File: src/rtl/fifo_write_arbiter_pkg.sv
// Shared types and helpers for the FIFO write-port arbiter.
package fifo_arb_pkg;

  typedef enum logic {
    IDLE = 1'b0,
    OWN  = 1'b1
  } arb_state_t;

  // Index width that stays legal (>=1) even for degenerate counts.
  function automatic int idx_w(input int n);
    return (n < 2) ? 1 : $clog2(n);
  endfunction

endpackage

File: src/rtl/fifo_write_arbiter_rr_pick.sv
// Combinational round-robin picker: first eligible index at or after rr_ptr_i,
// wrapping N-1 -> 0.
module rr_pick
  import fifo_arb_pkg::*;
#(
  parameter int N = 4,
  localparam int IW = idx_w(N)
) (
  input  logic [N-1:0]  eligible_i,
  input  logic [IW-1:0] rr_ptr_i,
  output logic          any_o,
  output logic [IW-1:0] winner_o
);

  int idx;

  // Scan from the farthest offset down so the nearest eligible index wins last.
  always_comb begin
    any_o    = 1'b0;
    winner_o = '0;
    idx      = 0;
    for (int k = N - 1; k >= 0; k--) begin
      idx = int'(rr_ptr_i) + k;
      if (idx >= N) idx = idx - N;
      if (eligible_i[idx]) begin
        any_o    = 1'b1;
        winner_o = IW'(idx);
      end
    end
  end

endmodule

File: src/rtl/fifo_write_arbiter.sv
// Round-robin arbiter with bounded burst ownership sharing one async-FIFO write port;
// grant, w_en and data_in are combinational and always respect full.
module fifo_write_arbiter
  import fifo_arb_pkg::*;
#(
  parameter int N     = 4,
  parameter int WIDTH = 8,
  parameter int BURST = 4,
  parameter int CNT_W = 16
) (
  input  logic                 w_clk,
  input  logic                 w_rst,
  input  logic [N-1:0]         req,
  input  logic [N*WIDTH-1:0]   req_data,
  input  logic [N-1:0]         req_mask,
  input  logic                 full,
  output logic [N-1:0]         gnt,
  output logic                 w_en,
  output logic [WIDTH-1:0]     data_in,
  output logic                 owner_vld,
  output logic [idx_w(N)-1:0]  owner_id,
  output logic [CNT_W-1:0]     stall_cnt
);

  localparam int IW = idx_w(N);
  localparam int BW = idx_w(BURST + 1);

  arb_state_t       state_q, state_d;
  logic [IW-1:0]    rr_ptr_q, rr_ptr_d;
  logic [IW-1:0]    owner_q, owner_d;
  logic [BW-1:0]    beat_q, beat_d;
  logic [CNT_W-1:0] stall_q, stall_d;

  logic [N-1:0]     eligible;
  logic [N-1:0]     gnt_c;
  logic             any;
  logic [IW-1:0]    winner;
  logic [WIDTH-1:0] data_c;

  function automatic logic [IW-1:0] inc_wrap(input logic [IW-1:0] x);
    return (int'(x) == N - 1) ? '0 : x + 1'b1;
  endfunction

  assign eligible = req & req_mask;

  rr_pick #(.N(N)) u_pick (
    .eligible_i (eligible),
    .rr_ptr_i   (rr_ptr_q),
    .any_o      (any),
    .winner_o   (winner)
  );

  always_comb begin
    state_d  = state_q;
    rr_ptr_d = rr_ptr_q;
    owner_d  = owner_q;
    beat_d   = beat_q;
    stall_d  = stall_q;
    gnt_c    = '0;

    if (|eligible && full && (stall_q != '1)) stall_d = stall_q + 1'b1;

    case (state_q)
      IDLE: begin
        if (any && !full) begin
          gnt_c[winner] = 1'b1;
          if (BURST == 1) begin
            rr_ptr_d = inc_wrap(winner);
          end else begin
            owner_d = winner;
            beat_d  = BW'(1);
            state_d = OWN;
          end
        end
      end
      OWN: begin
        if (eligible[owner_q]) begin
          // Owner keeps the lock across full cycles; only a drop releases it early.
          if (!full) begin
            gnt_c[owner_q] = 1'b1;
            beat_d         = beat_q + 1'b1;
            if (beat_q == BW'(BURST - 1)) begin
              rr_ptr_d = inc_wrap(owner_q);
              state_d  = IDLE;
            end
          end
        end else begin
          rr_ptr_d = inc_wrap(owner_q);
          state_d  = IDLE;
        end
      end
      default: state_d = IDLE;
    endcase
  end

  always_comb begin
    data_c = '0;
    for (int i = 0; i < N; i++) begin
      if (gnt[i]) data_c = req_data[i*WIDTH +: WIDTH];
    end
  end

  assign gnt       = w_rst ? '0 : gnt_c;
  assign w_en      = |gnt;
  assign data_in   = data_c;
  assign owner_vld = (state_q == OWN);
  assign owner_id  = owner_q;
  assign stall_cnt = stall_q;

  always_ff @(posedge w_clk) begin
    if (w_rst) begin
      state_q  <= IDLE;
      rr_ptr_q <= '0;
      owner_q  <= '0;
      beat_q   <= '0;
      stall_q  <= '0;
    end else begin
      state_q  <= state_d;
      rr_ptr_q <= rr_ptr_d;
      owner_q  <= owner_d;
      beat_q   <= beat_d;
      stall_q  <= stall_d;
    end
  end

endmodule

File: config.mk
export PLATFORM = sky130hd
export DESIGN_NAME = fifo_write_arbiter
export DESIGN_NICKNAME = d
export VERILOG_FILES = /design/src/rtl/fifo_write_arbiter_pkg.sv /design/src/rtl/fifo_write_arbiter_rr_pick.sv /design/src/rtl/fifo_write_arbiter.sv
export SDC_FILE = /design/constraint.sdc
export NUM_CORES = 1
export LEC_CHECK = 0
export CELL_PAD_IN_SITES_DETAIL_PLACEMENT = 1
export CELL_PAD_IN_SITES_GLOBAL_PLACEMENT = 1
export CORE_ASPECT_RATIO = 0.8
export CORE_MARGIN = 3
export CORE_UTILIZATION = 27
export CTS_BUF_LIST = sky130_fd_sc_hd__clkbuf_4
export DETAILED_ROUTE_END_ITERATION = 8
export HOLD_SLACK_MARGIN = 0.02
export PLACE_DENSITY = 0.83
export SLEW_MARGIN = 20
export SYNTH_ARGS = -nofsm -noshare
export SYNTH_HDL_FRONTEND = slang
export SYNTH_SLANG_ARGS = --single-unit
File: constraint.sdc
create_clock -name w_clk -period 4.1 [get_ports w_clk]
set_input_delay 1.23 -clock w_clk [delete_from_list [all_inputs] [get_ports w_clk]]
set_output_delay 1.23 -clock w_clk [all_outputs]
set_load 0.02 [all_outputs]
==> results of run 1 <==
layout make-up:
cell class / instances / area, sq um / share of cell area [%]
multi-input cells: 165 / 1370 / 43.3
repair buffers: 119 / 1110 / 35.1
flip-flops and latches: 24 / 480 / 15.2
well taps: 78 / 97.6 / 3.08
inverters: 14 / 52.6 / 1.66
clock inverters: 1 / 30.0 / 0.949
clock buffers: 3 / 22.5 / 0.711
power groups by stage:
stage	combinational (uW)	clock (uW)	sequential, uW
after global placement	178	0	252
after CTS	219	180	248
after global routing	259	190	251
final	247	179	249
after floorplan	76.2	0	255
after detailed placement	182	0	253
sequential cells by signal (all words and copies together) (netlist names):
register and count:
owner_vld 1, rr_ptr_q 2, stall_cnt 16, beat_q 3, owner_id 2
cells in the final DEF (no fill, tap or decap), types with 8 or more instances in the layout:
master,synthesis,routed
clkdlybuf4s50_1,0,51
buf_4,0,35
dfxtp_1,24,24
nor2_1,26,23
buf_6,1,20
nand3_1,22,14
inv_1,12,11
a21oi_1,10,9
xnor2_1,8,8
routing by layer:
layer	vias to the layer above	wire, um	part of all wire, %
met4	0	389	4.2
met1	1129	3690	40
met3	31	519	5.7
li1	1012	-	-
met5	-	0	0
met2	98	4580	50
kinds of logic (layout without fill, tap and decap cells):
group	after synthesis	after routing	share of synthesized area, %
XOR/XNOR	10	10	5.37
AND/OR/NAND/NOR	92	92	28.7
multiplexers	4	4	3.30
AO/OA/AOI/OAI	52	52	22.9
buffers and inverters	19	137	4.91
adder cells (fa/ha/maj)	7	7	5.37
flip-flops	24	24	29.5
worst register-to-register path: stages (launching register included):
cell and delay (ps):
dfxtp_1 390, inv_2 120, mux4_2 560, buf_6 150, buf_4 120, o21ai_0 590, mux2i_1 290, nor2_1 70
how the worst max path moves through the flow:
stage	end	cells past startpoint	slack, ps
finish	data_in[6]	10	-330
floorplan	w_en	7	-60
detailed placement	data_in[5]	8	-1040
global route	data_in[6]	10	-390
CTS	w_en	8	-210
global placement	w_en	8	-970
repair_timing:
item / 4_1_cts / 5_1_grt
pin swaps: 28 / 25
resized for setup: 163 / 25
endpoints found under the setup margin: 13 / 13
buffers inserted: 16 / 7
gates cloned: 0 / 0
stage by stage:
step	utilization [%]	setup TNS, ps	hold WS, ps	worst slack, ps	instance area, sq um
4_1_cts	53.6	-1340	503	-206	3030
5_1_grt	56.1	-3110	550	-389	3170
3_3_place_gp	46.8	-11590	470	-969	2640
2_1_floorplan	-	-249	434	-56.3	1640
6_report	56.1	-2580	511	-334	3170
3_5_place_dp	46.8	-12410	483	-1040	2640
==> flow_summary.json, run 1 <==
{
  "status": "complete, but fails checks",
  "violations": "negative setup slack",
  "viasPerCell": 5.62,
  "min_to": "beat_q[0]",
  "synth_edf_count": 0,
  "drt_iter0_drc": 146,
  "finalPower_uw": 676,
  "r2r_setup_slack_ps": 1700,
  "antenna_found_initial": 0,
  "placedCellCount": 380,
  "leakagePower_uw": 0.00120,
  "drt-total-wl_um": 9180,
  "layout.cells.non_filler": 404,
  "cp.required_ps": 2870,
  "r2r_start": "owner_id[1]",
  "cts_tree": "built",
  "cts_root_buf": "clkbuf_4",
  "area_delta_synth_final_pct": 94.2,
  "irDropWorstVdd_mv": 0.185,
  "yosysMostFrequentCell": "nor2_1",
  "seqPwrFrac_pct": 36.9,
  "clockBufferDepth": 2,
  "dp_hpwl_um": 5130,
  "start_util_pct": 28.9,
  "clk_pin_slew_worst_paths_ps": 140,
  "io_buffers": 74,
  "swShare_pct": 31.0,
  "grt_pass1_vias": 2261,
  "p_int_uw": 466,
  "clkPwrFrac_pct": 26.5,
  "p_sw_uw": 210,
  "yosys.area.top_type_share_pct": 29.5,
  "clkLatencyLatePin_ps": 330,
  "core_area_sq_um": 5650,
  "yosys_most_used_dff": "dfxtp_1",
  "syn_area_sq_um": 1630,
  "setup_viol": 10,
  "worstRegToRegCells": 7,
  "yosys.area.top_type": "dfxtp_1",
  "hold_viol_final": 0,
  "startpoint": "req_mask[0]",
  "p_comb_share_pct": 36.6,
  "ios": 75,
  "syn-mean-instance-area_sq_um": 7.84,
  "netlist_instances": 208,
  "drt.antenna.violating_nets": 0,
  "path_max_fanout": 8,
  "fp.dieH_um": 75.5,
  "die_w_um": 92.9,
  "ys_seq_area_share_pct": 29.5,
  "cp.arrival_ps": 3200,
  "diodes": 0,
  "met1_usage_pct": 26.9,
  "min_path_type": "flop to flop",
  "async_reset_ff_share_pct": 0,
  "vias": 2270,
  "cts_buffers": 3,
  "nets": 377,
  "slowest_stage": "mux4_2",
  "drc": 0,
  "cpPeakStageDelay_ps": 530,
  "track_usage_pct": 22.5,
  "gr-max-usage-layer": "met2",
  "start_kind": "primary input",
  "cpMostUsedCell": "buf_6",
  "drtPass1Iterations": 4,
  "cts.sinks": 24,
  "htree_levels": 1,
  "met3_usage_pct": 4.94,
  "endpoint_kind": "primary output",
  "relSlewSlack_pct": 50.0,
  "grt_remaining_overflow": 0,
  "ys_types": 53,
  "dieArea_sq_um": 7010,
  "setup_ws_ps": -334,
  "fillCellCount": 675,
  "path_buf_inv": 4,
  "hp-start": "beat_q[0]",
  "rsz0062_at_grt": "true",
  "fin_crit_ps": 4430,
  "drive_above_1_share_pct": 37.7,
  "globalplace.congestion": 0.829,
  "r2r_end": "rr_ptr_q[1]",
  "max_slew.worst_pin.slew_ps": 742,
  "crit_family": "multiplexers",
  "rows": 24,
  "ys_top_cells_by_count": "26 x nor2_1, 24 x dfxtp_1, 22 x nand3_1, 12 x inv_1, 11 x nand2_1",
  "crit_chain": "buf_8 -> buf_6 -> nand2_4 -> mux4_2 -> nor3_4 -> buf_6 -> a22o_4 -> nand3_2 -> a31oi_2 -> buf_4",
  "grt_pass1_wl_um": 12200,
  "p_per_area_nw_per_um2": 213,
  "max_clock_freq_mhz": 226,
  "clock_skew_ps": 10.8,
  "grt_max_degree": 25,
  "drv_slew": 0,
  "holdBufCountCts": 0,
  "synth_nets": 258,
  "synth_seq_cells": 24,
  "grt_use_met2_pct": 42.1,
  "post-route-period-util_pct": 108,
  "yosysWarnings": 0,
  "hold_path_depth": 1,
  "critical_path_class": "primary input to primary output",
  "wl_per_cell_um": 22.7,
  "ys_top_cells_by_area": "dfxtp_1 29%, nand3_1 6.8%, nor2_1 6.0%",
  "cap_viol_max_count": 0
}
(Power assumes the default switching activity.)
==> inputs of run 2 (changes only) <==
--- a/config.mk
+++ b/config.mk
@@ -11,7 +11,9 @@
 export CORE_MARGIN = 3
 export CORE_UTILIZATION = 27
 export CTS_BUF_LIST = sky130_fd_sc_hd__clkbuf_4
+export CTS_CLUSTER_SIZE = 16
 export DETAILED_ROUTE_END_ITERATION = 8
+export GPL_TIMING_DRIVEN = 0
 export HOLD_SLACK_MARGIN = 0.02
 export PLACE_DENSITY = 0.83
 export SLEW_MARGIN = 20
==> flow_summary.json, run 2 (synthesis gave the netlist of run 1 again) <==
{
  "clock_skew_ps": 7.27,
  "drt.antenna.violating_nets": 0,
  "fin_crit_ps": 4390,
  "rows": 24,
  "track_usage_pct": 19.0,
  "core_area_sq_um": 5650,
  "fillCellCount": 673,
  "wl_per_cell_um": 21.1,
  "dieArea_sq_um": 7010,
  "critical_path_class": "primary input to primary output",
  "cp.arrival_ps": 3160,
  "setup_viol": 11,
  "drt_iter0_drc": 85,
  "diodes": 0,
  "max_slew.worst_pin.slew_ps": 558,
  "layout.cells.non_filler": 391,
  "clockBufferDepth": 2,
  "min_path_type": "flop to flop",
  "dp_hpwl_um": 4700,
  "antenna_found_initial": 0,
  "drtPass1Iterations": 4,
  "leakagePower_uw": 0.00110,
  "drt-total-wl_um": 8240,
  "cts_root_buf": "clkbuf_4",
  "htree_levels": 1,
  "stdcell_area_sq_um": 3030,
  "mostFrequentLayoutCells": "51 x clkdlybuf4s50_1, 28 x buf_4, 24 x nor2_1, 24 x dfxtp_1, 14 x nand3_1",
  "io_buffers": 73,
  "cts_tree": "built",
  "place_area_sq_um": 2470,
  "hold_viol_final": 0,
  "clk_pin_slew_worst_paths_ps": 140,
  "cts_buffers": 3,
  "drv_slew": 0,
  "globalplace.congestion": 0.769,
  "status": "complete, but fails checks",
  "endpoint_kind": "primary output",
  "viasPerCell": 5.46,
  "grt_remaining_overflow": 0,
  "setup_ws_ps": -291,
  "hold_path_depth": 1,
  "grt_pass1_vias": 2048,
  "drc": 0,
  "grt_max_degree": 15,
  "vias": 2133,
  "cap_viol_max_count": 0,
  "start_util_pct": 28.9,
  "die_w_um": 92.9,
  "violations": "negative setup slack",
  "cp.required_ps": 2870,
  "start_kind": "primary input",
  "placedCellCount": 359,
  "drive_above_1_share_pct": 34.2,
  "post-route-period-util_pct": 107,
  "relSlewSlack_pct": 62.4,
  "nets": 364,
  "area_delta_synth_final_pct": 85.8,
  "path_max_fanout": 8,
  "ios": 75,
  "max_clock_freq_mhz": 228,
  "clkLatencyLatePin_ps": 320,
  "irDropWorstVdd_mv": 0.113,
  "largest_reg_flops": 16,
  "mostFrequentLayoutCell": "clkdlybuf4s50_1",
  "p_per_area_nw_per_um2": 213,
  "hold_slack_ps": 489,
  "holdBufCountCts": 0,
  "rsz0062_at_grt": "true",
  "grt_pass1_wl_um": 10500,
  "fp.dieH_um": 75.5,
  "dp_slack_ps": -1340,
  "cts.sinks": 24,
  "worstRegToRegCells": 6,
  "r2r_setup_slack_ps": 1840
}
run 2: changes by cell type in the layout (fill, tap and decap cells not counted), sizes merged:
cell    previous run  this run
clkbuf             5        10
buf               65        46
a22oi              2         3
run 2: worst paths after layout:
kind | from | to
max | req_mask[0] | data_in[3]
min | beat_q[0] | beat_q[0]
max reg2reg | stall_cnt[3] | stall_cnt[8]
min reg2reg | beat_q[0] | beat_q[0]
run 2: layout make-up:
type | instances | area [sq um] | area share (%)
multi-input combinational | 166 | 1380 | 45.5
timing repair buffer | 101 | 952 | 31.4
sequential | 24 | 480 | 15.9
tap | 78 | 97.6 | 3.22
inverter | 14 | 52.6 | 1.73
clock inverter | 1 | 30.0 | 0.991
clock buffer | 3 | 22.5 | 0.743
buffer | 4 | 16.3 | 0.537
run 2: critical path: stages:
cell,delay (ps)
buf_8,80
buf_6,110
nand2_4,50
mux4_2,530
nor3_4,280
buf_6,170
a32oi_4,130
buf_12,180
o22ai_2,120
a31oi_1,80
buf_4,190
run 2: per-stage QoR:
step	setup TNS (ps)	power (uW)	utilization [%]
finish	-2300	645	53.7
global route	-2490	676	53.7
CTS	-1610	608	47.5
detailed placement	-15150	418	43.8
global placement	-15000	415	43.8
floorplan	-249	332	-
run 2: metal layers:
layer  vias to the layer above  part of all wire, %  global-route usage, %
met3                        24                  4.2                   4.24
met4                         0                  3.0                   6.34
li1                        991                    -                      -
met2                        84                   51                   32.9
met1                      1034                   42                   23.9
met5                         -                    0                      0
run 2: repair_timing:
| item | 4_1_cts | 5_1_grt |
|---|---|---|
| gates cloned | 1 | 0 |
| pin swaps | 19 | 29 |
| setup buffers | 11 | 19 |
| resized for setup | 116 | 56 |
| setup endpoints to repair | 13 | 13 |
run 2: power breakdown:
part	switching, uW	internal, uW
registers	8.32	240
logic	112	112
clock network	74.3	98.9
